## src/rtl/tail_light_pkg.sv

```systemverilog
// Shared encodings for the tail-light input conditioner and the sequencer it feeds.
package tail_light_pkg;

    localparam int MODE_W = 3;

    typedef enum logic [MODE_W-1:0] {
        IDLE   = 3'd0,
        LEFT   = 3'd1,
        RIGHT  = 3'd2,
        HAZARD = 3'd3,
        BRAKE  = 3'd4
    } mode_e;

    localparam int SW_HAZARD = 0;
    localparam int SW_TURN   = 1;
    localparam int SW_BRAKE  = 2;

    // Hazard outranks brake, which outranks any turn request.
    function automatic mode_e resolve_mode(
        input logic hazard,
        input logic brake,
        input logic turn_en,
        input logic dir_left
    );
        mode_e m;
        if (hazard) begin
            m = HAZARD;
        end else if (brake) begin
            m = BRAKE;
        end else if (turn_en) begin
            m = dir_left ? LEFT : RIGHT;
        end else begin
            m = IDLE;
        end
        return m;
    endfunction

endpackage

```

## src/rtl/debounce_sync.sv

```systemverilog
// Two-flop synchronizer followed by a stable-count debouncer for one raw board input.
module debounce_sync #(
    parameter int DEBOUNCE_CYCLES = 200000,
    parameter int CNT_W           = 22
) (
    input  logic clk_i,
    input  logic rst_ni,
    input  logic raw_i,
    output logic deb_o
);

    localparam logic [CNT_W-1:0] CNT_LAST = CNT_W'(DEBOUNCE_CYCLES - 1);

    logic             s1_q;
    logic             s2_q;
    logic             stable_q;
    logic             stable_d;
    logic [CNT_W-1:0] cnt_q;
    logic [CNT_W-1:0] cnt_d;

    // Any cycle where the synchronized input agrees with the stable value restarts the count.
    always_comb begin
        stable_d = stable_q;
        cnt_d    = '0;
        if (s2_q != stable_q) begin
            if (cnt_q == CNT_LAST) begin
                stable_d = s2_q;
            end else begin
                cnt_d = cnt_q + CNT_W'(1);
            end
        end
    end

    always_ff @(posedge clk_i or negedge rst_ni) begin
        if (!rst_ni) begin
            s1_q     <= 1'b0;
            s2_q     <= 1'b0;
            stable_q <= 1'b0;
            cnt_q    <= '0;
        end else begin
            s1_q     <= raw_i;
            s2_q     <= s1_q;
            stable_q <= stable_d;
            cnt_q    <= cnt_d;
        end
    end

    assign deb_o = stable_q;

endmodule

```

## src/rtl/tail_light_input_conditioner.sv

```systemverilog
// Board-input front end: debounces switches/KEY1, resolves the prioritized mode and times step ticks.
module tail_light_input_conditioner
    import tail_light_pkg::*;
#(
    parameter int DEBOUNCE_CYCLES = 200000,
    parameter int TICK_DIV        = 2500000,
    parameter int CNT_W           = 22
) (
    input  logic        ADC_CLK_10,
    input  logic        KEY0,
    input  logic [2:0]  sw_raw,
    input  logic        dir_raw,
    output logic        hazard,
    output logic        turn_en,
    output logic        brake,
    output logic        dir_left,
    output logic [2:0]  mode,
    output logic        mode_change,
    output logic        step_tick
);

    localparam int DIR_BIT = 3;
    localparam logic [CNT_W-1:0] TICK_LAST = CNT_W'(TICK_DIV - 1);

    logic [3:0]       rawIn;
    logic [3:0]       deb;
    mode_e            mode_q;
    mode_e            mode_d;
    logic             mode_change_q;
    logic             step_tick_q;
    logic             step_tick_d;
    logic [CNT_W-1:0] tcnt_q;
    logic [CNT_W-1:0] tcnt_d;

    assign rawIn = {dir_raw, sw_raw};

    for (genvar i = 0; i < 4; i++) begin : g_deb
        debounce_sync #(
            .DEBOUNCE_CYCLES(DEBOUNCE_CYCLES),
            .CNT_W          (CNT_W)
        ) u_deb (
            .clk_i (ADC_CLK_10),
            .rst_ni(KEY0),
            .raw_i (rawIn[i]),
            .deb_o (deb[i])
        );
    end

    // The tick phase restarts whenever the mode is about to change, so each new mode
    // sees its first tick a full period after its mode_change pulse.
    always_comb begin
        mode_d      = resolve_mode(deb[SW_HAZARD], deb[SW_BRAKE], deb[SW_TURN], deb[DIR_BIT]);
        tcnt_d      = '0;
        step_tick_d = 1'b0;
        if (mode_q != IDLE && mode_d == mode_q) begin
            if (tcnt_q == TICK_LAST) begin
                step_tick_d = 1'b1;
            end else begin
                tcnt_d = tcnt_q + CNT_W'(1);
            end
        end
    end

    always_ff @(posedge ADC_CLK_10 or negedge KEY0) begin
        if (!KEY0) begin
            mode_q        <= IDLE;
            mode_change_q <= 1'b0;
            step_tick_q   <= 1'b0;
            tcnt_q        <= '0;
        end else begin
            mode_q        <= mode_d;
            mode_change_q <= (mode_d != mode_q);
            step_tick_q   <= step_tick_d;
            tcnt_q        <= tcnt_d;
        end
    end

    assign hazard      = deb[SW_HAZARD];
    assign turn_en     = deb[SW_TURN];
    assign brake       = deb[SW_BRAKE];
    assign dir_left    = deb[DIR_BIT];
    assign mode        = mode_q;
    assign mode_change = mode_change_q;
    assign step_tick   = step_tick_q;

endmodule
```

## config.mk

```make
export PLATFORM = sky130hd
export DESIGN_NAME = tail_light_input_conditioner
export DESIGN_NICKNAME = d
export VERILOG_FILES = /design/src/rtl/tail_light_pkg.sv /design/src/rtl/debounce_sync.sv /design/src/rtl/tail_light_input_conditioner.sv
export SDC_FILE = /design/constraint.sdc
export NUM_CORES = 1
export LEC_CHECK = 0
export ABC_AREA = 1
export BUFFER_PORTS_ARGS = -buffer_cell sky130_fd_sc_hd__clkbuf_2
export CAP_MARGIN = 20
export CORE_AREA = 2 2 132 108
export DETAILED_ROUTE_END_ITERATION = 10
export DIE_AREA = 0 0 134 110
export GPL_ROUTABILITY_DRIVEN = 0
export PLACE_DENSITY = 0.79
export SYNTH_ARGS = -nofsm -noshare
export SYNTH_HDL_FRONTEND = slang
export SYNTH_HIERARCHICAL = 1
export SYNTH_SLANG_ARGS = --single-unit
```

## constraint.sdc

```tcl
create_clock -name ADC_CLK_10 -period 1.55 [get_ports ADC_CLK_10]
set_clock_uncertainty 0.1 [all_clocks]
set_input_delay 0.31 -clock ADC_CLK_10 [delete_from_list [all_inputs] [get_ports ADC_CLK_10]]
set_output_delay 0.31 -clock ADC_CLK_10 [all_outputs]
set_load 0.02 [all_outputs]
```

==> results.yml, run 1 <==
run_status:
  status: "complete, but fails checks"
  violations: "negative setup slack"
worst_setup_path:
  worstPathArrival_ps: 1830
  r2r_cells: 8
  r2r-start: "tcnt_q[1]"
  cp-end-kind: "flop"
  reg2reg_slack_ps: -80
  critical_path_class: "reg -> reg"
  required_ps: 1750
  worst-path-max-fanout: 6
  setup.worst_path.start_class: "flop"
  rr_endpoint: "tcnt_q[18]"
timing:
  period_share_pct: 105
  setup_violations: 17
  worst_pin_slew_ps: 396
  rsz0062_at_grt: "yes"
  fmax_mhz: 613
  slew_headroom_pct: 73.4
  postLayoutSetupSlackWorst_ps: -81.9
  timing.setup.tns_ps: -529
  finalMaxSlewViolations: 0
  hold_viol: 0
  min_period_ps: 1630
power_and_ir_drop:
  p_int_mw: 5.53
  clockPowerShare_pct: 49.7
  power_frac_comb_pct: 3.5
  switchingPower_mw: 1.72
  vdd_ir_drop_max_mv: 0.854
  seqPwrFrac_pct: 46.8
  power_density_nw_per_um2: 836
  leakagePower_nw: 3.69
  switching_share_pct: 23.8
clock_network:
  clk_path_buf_depth: 2
  cts_tree: "built"
  clk_latency_ps: 410
  cts-root-buf: "clkbuf_16"
  h-tree-depth: 4
  cts_made_buffers: 17
  cts_sinks: 127
  clk_pin_slew_ps: 60
route:
  drt_first_pass_iters: 7
  antenna_left: 0
  routed_wl_um: 16400
  drtIter0Drc: 552
  num_vias: 6159
  drt-vias-per-instance: 5.16
  drc_errors: 0
  wire_per_inst_um: 13.7
synth:
  syn_inst: 946
  syn_nets: 958
  netlist_area_um2: 7260
  synthDistinctLibCells: 26
  avgSynthCellArea_um2: 7.67
  yosysSeqAreaShare_pct: 43.8
  ys_seq_elements: 127
  yosys_warnings: 6
global_route:
  grt-ovfl-total: 0
  grt_antenna_before_repair: 0
  grt_pass1_wl_um: 25800
  grt_max_degree: 35
  gr-usage-all-layers_pct: 22.0
  grt_pass1_vias: 5541
floorplan:
  start_util_pct: 54.3
  rows: 38
  die_height_um: 110
  core_um2: 13400
  num_io_pins: 15
  die-width_um: 134
  die_area_um2: 14700
placed_design:
  dpl.hpwl_um: 10700
  place_ws_ps: -36.3
  portBuffers: 14
cells_and_area:
  nNetsFinal: 1013
  syn2layout_area_growth_pct: 19.5
  layout-drive-gt1-share_pct: 22.9
  num-fill-cells: 1076
  antenna_cells: 0
flow_run:
  max-cap-violations: 0
worst_hold_path:
  hp-class: "in -> async"
## metrics by stage
stage | hold WS [ps] | total power [mW] | cells | utilization, % | instance area, um^2
finish | 251 | 7.25 | 1193 | 64.9 | 8670
global route | 257 | 7.50 | 1193 | 64.9 | 8670
CTS | 247 | 7.28 | 1185 | 62.1 | 8300
detailed placement | 130 | 3.66 | 1148 | 57.5 | 7680
global placement | 131 | 3.66 | 1148 | 57.5 | 7680
floorplan | -85.6 | 3.53 | 946 | - | 7260
## power groups by stage
| stage | clock (mW) | sequential (mW) | combinational [mW] |
|---|---|---|---|
| after global placement | 0 | 3.44 | 0.218 |
| after global routing | 3.81 | 3.40 | 0.291 |
| final | 3.60 | 3.39 | 0.255 |
| after floorplan | 0 | 3.44 | 0.0981 |
| after detailed placement | 0 | 3.44 | 0.220 |
| after CTS | 3.66 | 3.38 | 0.234 |
## layer usage
layer  up-vias  share of wire (%)  GRT usage (%)
met5         -                  0              0
met4         0                1.2           5.47
met3        22                5.1           5.30
met2       183                 48           34.6
met1      2916                 45           31.0
li1       3038                  -              -
## worst max-delay path: stages, from the launching register on
cell and delay (ps):
dfrtp_1 390, ha_2 210, inv_2 40, nor2_2 90
nand3b_1 150, nor2_4 220, nand2_4 130, nand3_1 150
nor2_2 40
## worst max path at each step
stage / from / to / slack [ps]
final: tcnt_q[1] / tcnt_q[18] / -80
after global routing: tcnt_q[1] / tcnt_q[18] / -130
after CTS: g_deb[3].u_deb/deb_o / dir_left / 1
after detailed placement: tcnt_q[0] / tcnt_q[17] / -40
after global placement: tcnt_q[0] / tcnt_q[17] / 40
after floorplan: g_deb[0].u_deb/deb_o / tcnt_q[10] / 80
## synthesized netlist by cell type
master	count	area, um^2
xnor2_1	22	193
nand3b_1	3	22.5
o21ai_1	9	45.0
nand2_2	22	138
or2_2	2	12.5
nor2_1	215	807
nand4_2	1	12.5
nor3b_2	4	50.1
buf_2	7	35.0
nand3_2	12	120
inv_2	19	71.3
nand3_1	65	325
nand2_4	6	67.6
nand2_1	224	841
a21oi_1	4	20.0
o21ai_0	1	5.00
xor2_1	40	350
nor2_4	16	180
nor3_1	8	40.0
dfrtp_1	127	3180
inv_1	76	285
ha_1	6	75.1
nand4_1	7	43.8
nor2_2	40	250
nor2_8	1	20.0
o21bai_1	9	67.6
## cell type report
cell class	instances	area, um^2	area share (%)
well taps	180	225	2.60
flip-flops and latches	127	3190	36.7
repair buffers	42	394	4.54
multi-input cells	718	3970	45.8
inverters	95	359	4.14
clock inverters	12	92.6	1.07
clock buffers	19	443	5.11
## flip-flops by register name, summed over array words and instances (netlist names)
signal and flops:
g_deb.u_deb/cnt_q 88, g_deb.u_deb/deb_o 4, g_deb.u_deb/s1_q 4, g_deb.u_deb/s2_q 4, mode 3, mode_change 1, step_tick 1, tcnt_q 22
## placed cells by master (no fill, tap or decap), types with 8 or more instances in the layout
master / instances
clkbuf_2: 12
xor2_1: 38
o21ai_1: 9
nor2_2: 43
nor2_4: 31
nand3_2: 11
nand2_2: 24
o21bai_1: 9
nand2_1: 220
nor3_1: 8
inv_1: 75
buf_4: 16
inv_2: 19
dfrtp_1: 121
nor2_1: 197
xnor2_1: 22
nand3_1: 60
clkbuf_16: 19
nand2_4: 9
## repair_timing
action / 4_1_cts / 5_1_grt
setup buffers: 1 / 5
cloned: 0 / 3
resized for setup: 5 / 70
pin swaps: 0 / 14
endpoints found under the setup margin: 26 / 76
hold endpoints to repair: 43 / 0
hold buffers: 5 / 0
## cell families (layout without fill, tap and decap cells)
kind of cell | after synthesis | count (layout) | synth area share [%]
AO/OA/AOI/OAI | 23 | 23 | 1.90
AND/OR/NAND/NOR | 626 | 627 | 40.4
adder cells (fa/ha/maj) | 6 | 6 | 1.03
buffers and inverters | 102 | 168 | 5.40
flip-flops | 127 | 127 | 43.8
XOR/XNOR | 62 | 62 | 7.48
No activity file was read; power rests on OpenSTA's default activity.
==> run 2, diff against run 1 <==
Settings changed: MAX_ROUTING_LAYER set to met4.
==> run 2 against run 1 <==
Net effect: the run still ends with negative setup slack left; critical endpoint unchanged; largest power group unchanged; highest routed layer unchanged; sequential power about the same; power increased by 0.16%; die area unchanged; routed wire length grew 1.2%.
==> results.yml, run 2 (same netlist as run 1, synthesis figures left out) <==
timing:
  finalMaxSlewViolations: 0
  rsz0062_at_grt: "yes"
  period_share_pct: 104
  setup_violations: 18
  timing.setup.tns_ps: -385
  worst_pin_slew_ps: 385
  slew_headroom_pct: 74.2
  fin_hold_ws_ps: 251
  min_period_ps: 1610
  hold_viol: 0
  fmax_mhz: 619
  postLayoutSetupSlackWorst_ps: -64.3
clock_network:
  clk_latency_ps: 420
  clk_path_buf_depth: 2
  cts_tree: "built"
  cts_made_buffers: 17
  h-tree-depth: 4
  cts-root-buf: "clkbuf_16"
  clk_pin_slew_ps: 60
  cts_sinks: 127
global_route:
  grt_pass1_wl_um: 25800
  grt-ovfl-total: 0
  grt_max_degree: 35
  gr-usage-all-layers_pct: 22.7
  grt_antenna_before_repair: 0
  grt_pass1_vias: 5536
power_and_ir_drop:
  clockPowerShare_pct: 49.7
  vdd_ir_drop_max_mv: 0.768
  leakagePower_nw: 3.69
  p_int_mw: 5.53
  power_density_nw_per_um2: 837
  switchingPower_mw: 1.73
  power_frac_comb_pct: 3.5
  switching_share_pct: 23.9
  power.total_mw: 7.26
  seqPwrFrac_pct: 46.8
floorplan:
  num_io_pins: 15
  die_area_um2: 14700
  die-width_um: 134
  die_height_um: 110
  core_um2: 13400
  rows: 38
  start_util_pct: 54.3
cells_and_area:
  postLayoutCellArea_um2: 8670
  layout_commonest_cell: "nand2_1"
  top_regs: "g_deb.u_deb/cnt_q x88, tcnt_q x22"
  largest_register_ffs: 88
  post-route-util_pct: 64.9
  final_cell_mix: "nand2_1, nor2_1, dfrtp_1"
  layout-drive-gt1-share_pct: 22.9
  num-fill-cells: 1075
  syn2layout_area_growth_pct: 19.6
  regMostFlops: "g_deb.u_deb/cnt_q"
  antenna_cells: 0
  nNetsFinal: 1013
  fin_cells: 1193
placed_design:
  dpl.hpwl_um: 10700
  place_ws_ps: -36.3
  dp_cells: 1148
  portBuffers: 14
  post_dp_cell_area_um2: 7680
worst_setup_path:
  cp-end-kind: "flop"
  worst-path-max-fanout: 6
  critical_path_class: "reg -> reg"
  setup.worst_path.start_class: "flop"
  cpMostUsedCell: "nor2_2"
  r2r_cells: 8
  cp_cell_sequence: "ha_2 > inv_2 > nor2_2 > nand3b_1 > nor2_4 > nand2_4 > nand3_1 > nor2_2"
  required_ps: 1760
  worstPathArrival_ps: 1820
  rr_endpoint: "tcnt_q[18]"
  crit_slowest_cell: "dfrtp_1"
  reg2reg_slack_ps: -60
  r2r-start: "tcnt_q[1]"
  cpPeakStageDelay_ps: 390
route:
  num_vias: 6166
  drt_first_pass_iters: 5
  routed_wl_um: 16600
  drc_errors: 0
  drtIter0Drc: 556
  drt-vias-per-instance: 5.17
  antenna_left: 0
  wire_per_inst_um: 13.9
worst_hold_path:
  hp-class: "in -> async"
run_status:
  status: "complete, but fails checks"
  violations: "negative setup slack"
flow_run:
  max-cap-violations: 0
-- run 2: cell counts in the layout (fill, tap and decap cells not counted) --
No cell type changed its count.
-- run 2: routing by layer --
layer,up-vias,global-route usage [%],part of all wire [%]
met5,-,-,0
met4,0,5.70,1.4
met3,25,5.17,5.7
met2,185,34.5,48
met1,2920,31.0,45
li1,3036,-,-
-- run 2: how the worst max path moves through the flow --
stage	from	end	slack, ps	cells past startpoint
2_1_floorplan	g_deb[0].u_deb/deb_o	tcnt_q[10]	80	6
3_5_place_dp	tcnt_q[0]	tcnt_q[17]	-40	8
6_report	tcnt_q[1]	tcnt_q[18]	-60	8
5_1_grt	tcnt_q[1]	tcnt_q[18]	-130	7
3_3_place_gp	tcnt_q[0]	tcnt_q[17]	40	8
4_1_cts	g_deb[3].u_deb/deb_o	dir_left	1	2
-- run 2: layout make-up --
type / count / area (um^2) / area share, %
clock buffer: 19 / 443 / 5.11
clock inverter: 12 / 92.6 / 1.07
inverter: 95 / 359 / 4.14
multi-input combinational: 718 / 3980 / 45.8
sequential: 127 / 3180 / 36.7
tap: 180 / 225 / 2.60
timing repair buffer: 42 / 394 / 4.54
-- run 2: worst max-delay path, delay by kind of cell, from the launching register on --
kind	cells	cell delay (ps)
adder cells (fa/ha/maj)	1	200
buffers and inverters	1	40
AND/OR/NAND/NOR	6	780
flip-flops	1	390
-- run 2: power groups by stage --
| stage | Sequential [mW] | Clock [mW] | Combinational (mW) |
|---|---|---|---|
| after floorplan | 3.44 | 0 | 0.0981 |
| after global placement | 3.44 | 0 | 0.218 |
| after detailed placement | 3.44 | 0 | 0.220 |
| after CTS | 3.38 | 3.66 | 0.234 |
| after global routing | 3.40 | 3.81 | 0.293 |
| final | 3.40 | 3.61 | 0.257 |
-- run 2: timing repair --
item / in CTS / in global routing
pin swaps: 0 / 14
setup endpoints to repair: 26 / 76
resized for setup: 5 / 69
hold buffers: 5 / 0
setup buffers: 1 / 5
gates cloned: 0 / 3
hold endpoints to repair: 43 / 0
